### config.mk
export PLATFORM = sky130hd
export DESIGN_NAME = shift_iter
export DESIGN_NICKNAME = d
export VERILOG_FILES = /design/src/rtl/shift_iter.sv
export SDC_FILE = /design/constraint.sdc
export NUM_CORES = 1
export LEC_CHECK = 0
export ABC_CLOCK_PERIOD_IN_PS = 4400
export CELL_PAD_IN_SITES_DETAIL_PLACEMENT = 0
export CELL_PAD_IN_SITES_GLOBAL_PLACEMENT = 1
export CORE_UTILIZATION = 40
export CTS_CLUSTER_DIAMETER = 30
export DETAILED_ROUTE_END_ITERATION = 6
export GPL_TIMING_DRIVEN = 0
export PLACE_DENSITY_LB_ADDON = 0.25
export SETUP_SLACK_MARGIN = 0.2
export SYNTH_ARGS = -nofsm -noshare
export SYNTH_HDL_FRONTEND = slang
export SYNTH_SLANG_ARGS = --single-unit
### constraint.sdc
create_clock -name clk -period 4.4 [get_ports clk]
set_input_delay 0.66 -clock clk [delete_from_list [all_inputs] [get_ports clk]]
set_output_delay 0.66 -clock clk [all_outputs]
set_load 0.02 [all_outputs]
### src/rtl/shift_iter.sv
// Serial shift unit: SL/SRL/SRA/LUI/HAM, one bit position per clock.
// Define SHIFT_ITER_HAM_EN to build the Hamming-weight (HAM) operation.
module shift_iter (
    input  logic        clk,
    input  logic        rst,
    input  logic [31:0] X,
    input  logic [31:0] Y,
    input  logic [2:0]  func,
    input  logic        start,
    output logic [31:0] C,
    output logic        busy,
    output logic        done
);

    typedef enum logic [1:0] {
        S_IDLE,
        S_RUN,
        S_DONE
    } state_t;

    typedef enum logic [2:0] {
        OP_SL,
        OP_SRL,
        OP_SRA,
        OP_LUI,
        OP_HAM
    } op_t;

    state_t      state, state_nx;
    op_t         op, dec_op;
    logic [31:0] acc;
    logic [31:0] acc_ld;
    logic [5:0]  cnt;
    logic [5:0]  n_ld;
    logic [5:0]  sh_n;
    logic [31:0] res;
`ifdef SHIFT_ITER_HAM_EN
    logic [5:0]  hw;
`endif

    // Out-of-range amounts saturate to 32 steps, giving 0 or sign fill.
    assign sh_n = (|Y[31:5]) ? 6'd32 : {1'b0, Y[4:0]};

    always_comb begin
        dec_op = OP_SL;
        acc_ld = X;
        n_ld   = sh_n;
        unique case (1'b1)
            func[2]:          dec_op = OP_SL;
            func == 3'b000:   dec_op = OP_SRL;
            func == 3'b001:   dec_op = OP_SRA;
            func == 3'b010: begin
                dec_op = OP_LUI;
                acc_ld = {Y[15:0], 16'h0000};
                n_ld   = 6'd0;
            end
            func == 3'b011: begin
                dec_op = OP_HAM;
`ifdef SHIFT_ITER_HAM_EN
                n_ld   = 6'd32;
`else
                acc_ld = 32'h0;
                n_ld   = 6'd0;
`endif
            end
            default:          dec_op = OP_SL;
        endcase
    end

`ifdef SHIFT_ITER_HAM_EN
    assign res = (op == OP_HAM) ? {26'h0, hw} : acc;
`else
    assign res = acc;
`endif

    always_ff @(posedge clk or posedge rst) begin
        if (rst) begin
            state <= S_IDLE;
        end else begin
            state <= state_nx;
        end
    end

    always_comb begin
        state_nx = state;
        busy     = 1'b1;
        done     = 1'b0;
        unique case (state)
            S_IDLE: begin
                busy = 1'b0;
                if (start) state_nx = S_RUN;
            end
            S_RUN: begin
                if (cnt == 6'd0) state_nx = S_DONE;
            end
            S_DONE: begin
                done     = 1'b1;
                state_nx = S_IDLE;
            end
            default: state_nx = S_IDLE;
        endcase
    end

    always_ff @(posedge clk or posedge rst) begin
        if (rst) begin
            acc <= 32'h0;
            cnt <= 6'd0;
            op  <= OP_SL;
            C   <= 32'h0;
`ifdef SHIFT_ITER_HAM_EN
            hw  <= 6'd0;
`endif
        end else if (state == S_IDLE && start) begin
            acc <= acc_ld;
            cnt <= n_ld;
            op  <= dec_op;
`ifdef SHIFT_ITER_HAM_EN
            hw  <= 6'd0;
`endif
        end else if (state == S_RUN) begin
            if (cnt != 6'd0) begin
                cnt <= cnt - 6'd1;
                case (op)
                    OP_SL:   acc <= {acc[30:0], 1'b0};
                    OP_SRL:  acc <= {1'b0, acc[31:1]};
                    OP_SRA:  acc <= {acc[31], acc[31:1]};
`ifdef SHIFT_ITER_HAM_EN
                    OP_HAM: begin
                        acc <= {1'b0, acc[31:1]};
                        hw  <= hw + {5'd0, acc[0]};
                    end
`endif
                    default: acc <= acc;
                endcase
            end else begin
                C <= res;
            end
        end
    end

endmodule

==> run_results.csv <==
group,metric,value,unit
route,num_vias,3699,
die,start_util,0.414,
global_route,use_met1,0.285,
die,die_x,106,um
synthesis,synth.top_cell.area_share,0.437,
clock_network,clk_path_buf_depth,2,
place,dp_hpwl,8.41,mm
setup_path,crit_path_end,"acc[17]",
setup_path,cp_num_buf_inv,3,
global_route,met2_usage,0.362,
sta,rsz0062_at_grt,"no",
route,drc,0,
setup_path,critPathLaunchType,"input pin",
cells_and_area,n_fill_cell,927,
die,die_h,106,um
synthesis,yosysWarnings,0,
hold_path,whs_path_depth,1,
route,via_per_inst,5.69,
synthesis,syn_avg_cell_area,10.8,um^2
clock_network,post-cts-setup-buffer-count,0,
sta,setup_tns,0,ps
synthesis,syn_area,4290,um^2
setup_path,critPathLaunch,"func[2]",
cells_and_area,area_delta_synth_final,33.7,%
setup_path,critical-path-top-delay-family,"buffers and inverters",
power,p_leak,0.00242,uW
route,dr.pass1.iters,4,
setup_path,end_kind,"register",
die,die_area,11100,um^2
place,place_area,5500,um^2
sta,final.min_clock_period,2540,ps
global_route,overflow,0,
synthesis,seq_area_frac_synth,0.437,
global_route,grt_usage,0.217,
sta,slew_violations,0,
setup_path,worst-path-stages,7,
synthesis,synthArstFlopShare,1.00,
setup_path,cp.required,4630,ps
die,core.rowCount,37,
route,first_iter_violations,159,
route,postRouteAntennaNets,0,
synthesis,synthTopCellsByArea,"dfrtp_1 (44%), mux2_4 (10%), mux2_2 (8.7%), a31oi_1 (4.7%), o21ai_0 (4.1%)",
place,port_buffers,102,
sta,final_hold_viol_count,0,
clock_network,root_buffer,"clkbuf_8",
place,place_inst,635,
synthesis,synthFlopType,"dfrtp_1",
global_route,grt_pass1_wl,19.0,mm
clock_network,hold_buffers,0,
setup_path,rr_worst_depth,6,
synthesis,syn_nets,468,
sta,fin_skew,6.44,ps
sta,whs,507,ps
global_route,grt.busiest_layer,"met2",
power,powerDensity,773,nW/um^2
setup_path,r2r_slack,2140,ps
synthesis,ys_types,43,
setup_path,slowest_stage,"clkdlybuf4s50_1",
power,ir_drop,0.000349,V
place,place.gp.congestion,0.847,
clock_network,clkSlewWorstSetupHoldPaths,80,ps
sta,tightest_slew,580,ps
global_route,antenna_found_initial,0,
cells_and_area,finalNonFillerCells,650,
hold_path,hp-class,"reg2reg",
clock_network,cts_made_buffers,9,
sta,relSlewSlack,0.612,
global_route,grt_pass1_vias,3768,
status,outcome,"completed",
cells_and_area,drive_gt1_frac,0.198,
global_route,grtUsageMet3,0.0402,
clock_network,h-tree-depth,3,
setup_path,crit_chain,"clkdlybuf4s50_1 -> nand2b_1 -> buf_2 -> clkbuf_1 -> a211oi_1 -> a31oi_1 -> mux2_4",
setup_path,regToRegStartpoint,"cnt[0]",
sta,fmax,0.394,GHz
die,io_pins,104,
clock_network,clkLatencyLatePin,340,ps
cells_and_area,antenna_cells,0,
synthesis,synth-edff-count,0,
synthesis,yosys_register_bits,75,
setup_path,worstSetupPathType,"in2reg",
clock_network,clock_sinks,75,
setup_path,rr_endpoint,"C[28]",
setup_path,worstPathArrival,2770,ps
cells_and_area,final_area,5730,um^2
route,routedWlPerCell,17.8,um
die,core_area,10400,um^2
sta,finalCritPeriodShare,0.577,
job,cap_violations,0,
route,finalWirelength,11.6,mm
cells_and_area,layout.nets,582,
clock_network,cts_tree,"built",
setup_path,crit_fanout,10,
synthesis,yosys.area.top_type,"dfrtp_1",
setup_path,slowest_delay,560,ps
synthesis,syn-instance-count,396,
clock_network,postCtsResizedCells,0,
global_route,grt_max_degree,39,
sta,setup_viol,0,
[synthesized netlist by cell type, drive strengths merged (6+ instances only)]
library cell and n:
o21ai 37, mux2 63, a211oi 16, a31oi 32, nand2 8, nand3 32, buf 16, dfrtp 75
o31ai 6, inv 7, nor4 6, nor2 6, nor4bb 15, clkbuf 20, a21oi 17
[flip-flops by register name, indices dropped and copies added, names as in the netlist]
signal / count
C: 32
acc: 32
cnt: 6
op: 3
state: 2
[through the flow]
step           setup slack [ps]   util  power, uW
5_1_grt                    1790  0.553       4710
4_1_cts                    1910  0.553       4450
3_5_place_dp               1540  0.531       3800
6_report                   1860  0.553       4430
2_1_floorplan              1830      -       3100
3_3_place_gp                454  0.529       3750
[area by class of cell]
type | count | area, um^2 | share of cell area
Buffer | 36 | 189 | 0.0329
Sequential cell | 75 | 1880 | 0.327
Multi-Input combinational cell | 278 | 2200 | 0.383
Tap cell | 136 | 170 | 0.0297
Clock inverter | 5 | 103 | 0.0179
Timing Repair Buffer | 103 | 1040 | 0.182
Inverter | 7 | 28.8 | 0.00502
Clock buffer | 10 | 128 | 0.0223
[power by group]
| part | switching [uW] | internal (uW) | leakage, uW |
|---|---|---|---|
| combinational | 1160 | 1370 | 0.00136 |
| clock | 253 | 373 | 0.000112 |
| sequential | 260 | 1010 | 0.000955 |
[layer usage]
layer	vias to the layer above	part of all wire
met3	18	0.045
met4	0	0.018
met5	-	0
li1	1738	-
met2	109	0.49
met1	1834	0.45
[kinds of logic after synthesis]
group / Yosys count / synth area share
simple gates: 91 / 0.133
fa+ha+maj: 2 / 0.00583
flops: 75 / 0.437
compound gates: 118 / 0.174
buf+inv: 43 / 0.0502
mux: 63 / 0.192
xor+xnor: 4 / 0.00817
[how the worst min path moves through the flow]
stage | start | to
5_1_grt | C[5] | C[5]
3_5_place_dp | C[2] | C[2]
6_report | C[5] | C[5]
3_3_place_gp | C[0] | C[0]
4_1_cts | C[2] | C[2]
2_1_floorplan | acc[0] | acc[0]
[cells in the final DEF, fill, tap and decap left out, drive strengths merged, types with 15 or more instances in the layout]
master / count
a21oi: 17
nor4bb: 15
dfrtp: 75
buf: 17
mux2: 63
a211oi: 16
nand3: 32
clkbuf: 30
o21ai: 37
clkdlybuf4s50: 102
a31oi: 32
(Power assumes the default switching activity.)
